**config.mk**
```make
export PLATFORM = sky130hd
export DESIGN_NAME = queue_reader
export DESIGN_NICKNAME = d
export VERILOG_FILES = /design/src/rtl/queue_reader.sv
export SDC_FILE = /design/constraint.sdc
export NUM_CORES = 1
export LEC_CHECK = 0
export CORE_MARGIN = 2
export CORE_UTILIZATION = 40
export CTS_BUF_LIST = sky130_fd_sc_hd__clkbuf_4 sky130_fd_sc_hd__clkbuf_8
export DETAILED_ROUTE_END_ITERATION = 10
export DONT_BUFFER_PORTS = 1
export GPL_TIMING_DRIVEN = 0
export HOLD_SLACK_MARGIN = 0.06
export RECOVER_POWER = 50
export SYNTH_ARGS = -nofsm -noshare
export SYNTH_HDL_FRONTEND = slang
export SYNTH_SLANG_ARGS = --single-unit
```
**constraint.sdc**
```tcl
create_clock -name clk -period 4.2 [get_ports clk]
set_input_delay 0.42 -clock clk [delete_from_list [all_inputs] [get_ports clk]]
set_output_delay 0.42 -clock clk [all_outputs]
set_load 0.1 [all_outputs]
```
**src/rtl/queue_reader.sv**
```systemverilog
// Consumer-side controller for the 8x32 queue: pops words, captures the registered data_out and streams them on valid/ready.
// Optional statistics outputs (words_read, pop_collisions) are built when QUEUE_READER_STATS_EN is defined.
module queue_reader #(
    parameter int word_length  = 8,
    parameter int buffer_depth = 2
) (
    input  logic                   clk,
    input  logic                   reset,
    input  logic                   stack_empty,
    input  logic                   stack_full,
    input  logic                   write_to_stack,
    input  logic [word_length-1:0] stack_data,
    output logic                   read_from_stack,
    output logic [word_length-1:0] out_data,
    output logic                   out_valid,
    input  logic                   out_ready
`ifdef QUEUE_READER_STATS_EN
    ,
    output logic [15:0]            words_read,
    output logic [7:0]             pop_collisions
`endif
);

    // Stream handshake: a word moves when out_valid && out_ready at a rising edge;
    // out_data/out_valid never change while out_valid is high and out_ready is low.
    typedef enum logic [1:0] {
        EMPTY = 2'd0,
        ONE   = 2'd1,
        TWO   = 2'd2
    } count_t;

    localparam logic [2:0] depth = 3'(buffer_depth);

    count_t                 count;
    logic                   inflight;
    logic [word_length-1:0] head;
    logic [word_length-1:0] tail;
    logic                   deq;
    logic                   capture;
    logic                   pop_ok;
    logic [2:0]             level;
    logic [2:0]             count_next;

    assign deq        = out_valid && out_ready;
    assign capture    = inflight;
    assign level      = {1'b0, count} + {2'b00, inflight} - {2'b00, deq};
    assign count_next = {1'b0, count} + {2'b00, capture} - {2'b00, deq};

    // Only pop when the word can be guaranteed a buffer slot on arrival.
    assign read_from_stack = reset && !stack_empty && (level < depth);

    // The queue serves an accepted write instead of a pop in the same cycle.
    assign pop_ok   = read_from_stack && !(write_to_stack && !stack_full);
    assign out_data = head;

    always_ff @(posedge clk) begin
        if (!reset) begin
            count     <= EMPTY;
            inflight  <= 1'b0;
            head      <= '0;
            tail      <= '0;
            out_valid <= 1'b0;
        end else begin
            inflight  <= pop_ok;
            out_valid <= (count_next != 3'd0);
            case (count_next)
                3'd0:    count <= EMPTY;
                3'd1:    count <= ONE;
                default: count <= TWO;
            endcase
            if (deq && count == TWO) begin
                head <= tail;
                if (capture) begin
                    tail <= stack_data;
                end
            end else if (capture) begin
                // deq here implies a single entry leaving, so the new word becomes the head.
                if (count == EMPTY || deq) begin
                    head <= stack_data;
                end else begin
                    tail <= stack_data;
                end
            end
        end
    end

    assert property (@(posedge clk) disable iff (!reset) count_next <= depth);

`ifdef QUEUE_READER_STATS_EN
    always_ff @(posedge clk) begin
        if (!reset) begin
            words_read     <= 16'd0;
            pop_collisions <= 8'd0;
        end else begin
            if (deq) begin
                words_read <= words_read + 16'd1;
            end
            if (read_from_stack && !pop_ok && pop_collisions != 8'hFF) begin
                pop_collisions <= pop_collisions + 8'd1;
            end
        end
    end
`endif

endmodule

```
# Yosys cells after proc, flatten, opt, wreduce, memory -nomap -nowiden
# Cells that the tools add are included.
# word_totals
ff_bits,20
in_bits,14
# op_classes
n_addsub,2
magnitude_cmp,1
n_eq_ne,3
n_mux,8
reduce_logical,17
# op_table
cell,count
2-to-1 mux 8 bit,7
logical AND 1 bit,6
case mux 2 bit (2 select lines),1
AND reduction 2 bit,2
nonzero test 2 bit,2
adder 2 x 1 -> 3 bit,1
"== test 3 x 1 -> 1 bit, second input constant",1
zero test 1 bit,3
zero test 3 bit,1
"< comparator 3 x 2 -> 1 bit, second input constant",1
nonzero test 3 bit,1
subtractor 3 x 1 -> 3 bit,1
"== test 2 bit, second input constant",1
zero test 2 bit,1
"!= test 2 bit, second input constant",1
logical OR 1 bit,1

# Longest topological paths before layout
# Gate-level depths: netlist (run 1).
# logic_depth
ltp_word,5
depth_mapped,9
mapped_depth_nobuf,8

# Worst setup path before layout (run 1)
# Ideal clock, no wire load.
# synth_path
kind,reg-to-output
from,register out_valid
to,output port read_from_stack
arrival_time_ns,4.539
t_required_ns,3.780
slack_ns,-0.759
path_stages_with_launch,8
path_buffers,0
cell_sequence,dfxtp_1 > and2_1 > ha_1 > inv_1 > ha_1 > fa_1 > nand2b_1 > nor3b_1
# synth_via
elab_chain_cells,4
# synth_rtl
item,line,text
from (decl),15,"output logic out_valid,"
from (signal assigned),65,out_valid <= (count_next != 3'd0);
logical AND 1 bit,44,assign deq = out_valid && out_ready;
subtractor 3 x 1 -> 3 bit,46,"assign level = {1'b0, count} + {2'b00, inflight} - {2'b00, deq};"
< comparator 3 x 2 -> 1 bit,50,assign read_from_stack = reset && !stack_empty && (level < depth);
logical AND 1 bit,50,
to (decl),13,"output logic read_from_stack,"
# No other way between the ends.

# Worst setup path after layout (run 1)
# Same ends and word-level chain as after synthesis.

==> results of run 1 <==
## Yosys cell counts, types with 2 or more instances
cell type,count,area (sq um)
sky130_fd_sc_hd__and2_1,2,12.5
sky130_fd_sc_hd__buf_4,2,15.0
sky130_fd_sc_hd__a31oi_1,8,50.1
sky130_fd_sc_hd__clkbuf_1,2,7.51
sky130_fd_sc_hd__o21a_1,2,15.0
sky130_fd_sc_hd__a21boi_1,8,60.1
sky130_fd_sc_hd__nand3_1,17,85.1
sky130_fd_sc_hd__dfxtp_1,20,400
sky130_fd_sc_hd__o21ai_0,14,70.1
sky130_fd_sc_hd__inv_1,4,15.0
sky130_fd_sc_hd__ha_1,2,25.0
sky130_fd_sc_hd__o21ai_1,10,50.1
## final timing paths
| check | start | end | slack [ns] | cells after the start |
|---|---|---|---|---|
| worst max-delay path | out_valid | read_from_stack | 0.47 | 7 |
| worst min-delay path | stack_empty | capture | 0.15 | 1 |
| worst max register to register | out_valid | capture | 1.75 | 7 |
| worst min register to register | tail[3] | tail[3] | 0.50 | 2 |
## cell families after synthesis
group                      count (synthesis)
DFF                                       20
xor gates and xnor gates                   1
adders and majority gates                  3
buffers and inverters                     10
and+or+nand+nor                           27
AOI/OAI and AO/OA                         45
## per-layer routing
| metal | part of all wire (%) | vias to the layer above | wire (um) |
|---|---|---|---|
| met2 | 47 | 41 | 1050 |
| met3 | 7.2 | 4 | 163 |
| li1 | - | 400 | - |
| met5 | 0 | - | 0 |
| met4 | 1.5 | 0 | 34 |
| met1 | 45 | 393 | 1010 |
## layout by cell type (no fill, tap or decap)
cell and instances:
sky130_fd_sc_hd__buf_2 1, sky130_fd_sc_hd__ha_1 2, sky130_fd_sc_hd__buf_4 2, sky130_fd_sc_hd__nor4b_2 1, sky130_fd_sc_hd__o2bb2ai_2 1, sky130_fd_sc_hd__nor2_1 1, sky130_fd_sc_hd__o21ai_0 14, sky130_fd_sc_hd__inv_1 4
sky130_fd_sc_hd__nor3b_4 1, sky130_fd_sc_hd__clkbuf_8 1, sky130_fd_sc_hd__nand3_1 17, sky130_fd_sc_hd__a2bb2oi_2 1, sky130_fd_sc_hd__clkbuf_1 2, sky130_fd_sc_hd__a31oi_1 8, sky130_fd_sc_hd__nand2_1 1, sky130_fd_sc_hd__nand4b_4 1
sky130_fd_sc_hd__buf_6 1, sky130_fd_sc_hd__clkbuf_4 3, sky130_fd_sc_hd__fa_1 1, sky130_fd_sc_hd__o21ai_1 10, sky130_fd_sc_hd__dfxtp_1 19, sky130_fd_sc_hd__xor2_1 1, sky130_fd_sc_hd__a21boi_0 8, sky130_fd_sc_hd__nand2b_1 1
sky130_fd_sc_hd__and3_1 1, sky130_fd_sc_hd__o21ai_2 1, sky130_fd_sc_hd__o21a_1 2, sky130_fd_sc_hd__nor2b_1 1, sky130_fd_sc_hd__and2_1 2, sky130_fd_sc_hd__dfxtp_2 1
## stage by stage
step / std cells / utilization [%] / setup slack (ns)
2_1_floorplan: 106 / - / 0.231
3_3_place_gp: 134 / 44.9 / 0.107
3_5_place_dp: 134 / 45.2 / 0.429
4_1_cts: 138 / 46.8 / 0.0675
5_1_grt: 138 / 46.8 / 0.367
6_report: 138 / 46.8 / 0.470
## critical path: cells and delay by family, from the launching register on
kind                       cells  cell delay (ns)
buffers and inverters          1             0.06
DFF                            1             0.78
and+or+nand+nor                3             1.36
adders and majority gates      3             0.79
## layout make-up
type / instances / area share [%]
inverters: 4 / 1.44
well taps: 28 / 3.35
flip-flops and latches: 20 / 38.4
plain buffers: 6 / 3.71
multi-input cells: 76 / 49.6
clock buffers: 4 / 3.47
## sequential cells by signal, indices dropped and copies added (netlist names)
signal	flops
out_data	8
tail	8
count	2
capture	1
out_valid	1
## power by group through the flow
stage | combinational [uW] | clock (uW) | sequential [uW]
after floorplan | 191 | 0 | 435
after global placement | 223 | 0 | 442
after detailed placement | 234 | 0 | 445
after CTS | 235 | 117 | 440
after global routing | 263 | 129 | 447
final | 233 | 118 | 442
## timing repair
action,4_1_cts,5_1_grt
buffers inserted,0,0
endpoints found under the setup margin,0,1
gates resized for setup,0,1
==> run_summary.xml, run 1 <==
<?xml version="1.0" encoding="UTF-8"?>
<metrics>
  <group name="layout">
    <metric name="area_delta_synth_final" unit="%">8.71</metric>
    <metric name="multi_input_gate_area" unit="sq um">519</metric>
    <metric name="area.sequential" unit="sq um">402</metric>
    <metric name="final_net_count" unit="">128</metric>
    <metric name="nFillCells" unit="">227</metric>
    <metric name="antennaDiodeCount" unit="">0</metric>
    <metric name="layout-drive-gt1-share" unit="%">13.6</metric>
    <metric name="post_layout_instance_area" unit="sq um">1050</metric>
  </group>
  <group name="setup_path">
    <metric name="worstPathCellList" unit="">and2_1 -&gt; ha_1 -&gt; inv_1 -&gt; ha_1 -&gt; fa_1 -&gt; nand2b_1 -&gt; nor3b_4</metric>
    <metric name="most_prevalent_standard_cell_on_the_critical_path" unit="">sky130_fd_sc_hd__ha_1</metric>
    <metric name="worst-path-max-fanout" unit="">7</metric>
    <metric name="crit_path_end_kind" unit="">primary output</metric>
    <metric name="slowest_cell_on_crit_path" unit="">sky130_fd_sc_hd__nor3b_4</metric>
    <metric name="delay_contributed_by_the_slowest_stage_of_the_critical_path" unit="ns">0.88</metric>
    <metric name="timing_worst_setup_path_type" unit="">reg -&gt; out</metric>
    <metric name="cp.required" unit="ns">3.78</metric>
    <metric name="critical_path.startpoint_type" unit="">flip-flop</metric>
    <metric name="timing.critical_path.arrival" unit="ns">3.31</metric>
  </group>
  <group name="min_path">
    <metric name="worst_hold_path_type" unit="">in -&gt; reg</metric>
  </group>
  <group name="die">
    <metric name="top_level_ports" unit="">24</metric>
    <metric name="initial_core_utilization" unit="%">43.1</metric>
    <metric name="chipHeight" unit="um">53.0</metric>
    <metric name="die_area" unit="sq um">2810</metric>
    <metric name="fp-row-count" unit="">17</metric>
    <metric name="core-area" unit="sq um">2230</metric>
    <metric name="die_width" unit="um">53.0</metric>
  </group>
  <group name="run_status">
    <metric name="run_status" unit="">finished, final reports clean</metric>
  </group>
  <group name="clock_network">
    <metric name="clock_transition_time_at_the_flip_flop_clock_pins_of_the_worst_setup_and_hold_paths" unit="ns">0.12</metric>
    <metric name="cts_buffers" unit="">3</metric>
    <metric name="ctsHoldBuffers" unit="">0</metric>
    <metric name="worst_skew_pair.late_latency" unit="ns">0.31</metric>
    <metric name="cts_buffer_depth" unit="">2</metric>
    <metric name="clock-root-buffer" unit="">sky130_fd_sc_hd__clkbuf_4</metric>
    <metric name="h-tree-depth" unit="">1</metric>
    <metric name="tritoncts_num_sinks" unit="">20</metric>
    <metric name="cts_tree" unit="">yes</metric>
  </group>
  <group name="global_routing">
    <metric name="grtUsageMet3" unit="%">4.24</metric>
    <metric name="use_met1" unit="%">24.8</metric>
    <metric name="grt_pass1_wl" unit="um">3810</metric>
    <metric name="grt.total_usage" unit="%">18.9</metric>
    <metric name="via_count_of_the_first_global_routing_pass" unit="">795</metric>
    <metric name="number_of_antenna_violations_at_the_first_check_in_global_routing" unit="">0</metric>
    <metric name="met2_track_demand_over_resource_in_global_routing" unit="%">29.6</metric>
    <metric name="total_global_routing_overflow" unit="">0</metric>
    <metric name="busiest_layer" unit="">met2</metric>
    <metric name="grt_start_max_net_pins" unit="">12</metric>
  </group>
  <group name="timing">
    <metric name="max_slew_margin" unit="%">30.6</metric>
    <metric name="final.setup.tns" unit="ns">0</metric>
    <metric name="finClkSkew" unit="ns">0.00407</metric>
    <metric name="maxClockFrequency" unit="MHz">268</metric>
    <metric name="report.final.setup_viol" unit="">0</metric>
    <metric name="rsz0062_at_grt" unit="">no</metric>
    <metric name="report.final.hold_viol_count" unit="">0</metric>
    <metric name="worst-slew-pin-transition" unit="ns">1.04</metric>
    <metric name="finalMaxSlewViolations" unit="">0</metric>
    <metric name="finalWorstPathRequiredPeriod" unit="ns">3.73</metric>
    <metric name="fin_worst_hold_slack" unit="ns">0.154</metric>
    <metric name="final_min_period_over_clock_period" unit="%">88.8</metric>
  </group>
  <group name="power">
    <metric name="switchingPower" unit="uW">425</metric>
    <metric name="power.switching_fraction" unit="%">53.6</metric>
    <metric name="power.internal" unit="uW">368</metric>
    <metric name="post_route_total_power" unit="uW">793</metric>
    <metric name="power.leakage" unit="uW">0.000366</metric>
    <metric name="pwr-share-clk" unit="%">14.9</metric>
    <metric name="power.ir.vdd_worst" unit="mV">0.356</metric>
    <metric name="comb_power_share" unit="%">29.4</metric>
    <metric name="powerDensity" unit="nW/um^2">758</metric>
    <metric name="power.share.sequential" unit="%">55.7</metric>
  </group>
  <group name="detailed_routing">
    <metric name="vias_per_cell" unit="">6.07</metric>
    <metric name="ant_nets" unit="">0</metric>
    <metric name="detail_route.wl_per_cell" unit="um">16.3</metric>
    <metric name="vias" unit="">838</metric>
    <metric name="drc" unit="">0</metric>
    <metric name="drt_wl_total" unit="um">2260</metric>
    <metric name="initialDrtViolationCount" unit="">33</metric>
    <metric name="dr.pass1.iters" unit="">4</metric>
  </group>
  <group name="synthesis">
    <metric name="post_synth_fa_ha_maj_area_fraction" unit="%">4.68</metric>
    <metric name="ys_seq_elements" unit="">20</metric>
    <metric name="synth_simple_gate_area_share" unit="%">17.7</metric>
    <metric name="synthesis.nets" unit="">123</metric>
    <metric name="post_synth_inst_count" unit="">106</metric>
    <metric name="post_synth_mux_area_share" unit="%">0</metric>
    <metric name="synth_xor_xnor_area_share" unit="%">0.910</metric>
    <metric name="count_of_flip_flops_with_a_built_in_enable_after_synthesis" unit="">0</metric>
    <metric name="synthArstFlopShare" unit="%">0</metric>
    <metric name="postSynthAreaPerCell" unit="sq um">9.08</metric>
    <metric name="synth.distinct_cells" unit="">27</metric>
    <metric name="seq_area_frac_synth" unit="%">41.6</metric>
    <metric name="combinational_family_with_the_most_area_after_synthesis" unit="">compound AO/OA/AOI/OAI gates</metric>
    <metric name="synth_ff_type" unit="">sky130_fd_sc_hd__dfxtp_1</metric>
    <metric name="ys.warnings.count" unit="">0</metric>
    <metric name="synth-compound-area-share" unit="%">29.5</metric>
    <metric name="mappedNetlistArea" unit="sq um">962</metric>
  </group>
  <group name="place">
    <metric name="post_dp_cell_area" unit="sq um">1010</metric>
    <metric name="place_congestion" unit="">0.775</metric>
    <metric name="place_hpwl" unit="um">1640</metric>
    <metric name="numPortBuffers" unit="">0</metric>
  </group>
  <group name="run">
    <metric name="max_cap_viol" unit="">0</metric>
  </group>
</metrics>
Power figures use the tool's default switching activity.
==> inputs of run 2 (changes only) <==
--- a/config.mk
+++ b/config.mk
@@ -13,6 +13,7 @@
 export GPL_TIMING_DRIVEN = 0
 export HOLD_SLACK_MARGIN = 0.06
 export RECOVER_POWER = 50
+export SKIP_CTS_REPAIR_TIMING = 1
 export SYNTH_ARGS = -nofsm -noshare
 export SYNTH_HDL_FRONTEND = slang
 export SYNTH_SLANG_ARGS = --single-unit
==> results of run 2 <==
The final DEF is identical to that of run 1; final timing and power are the same.
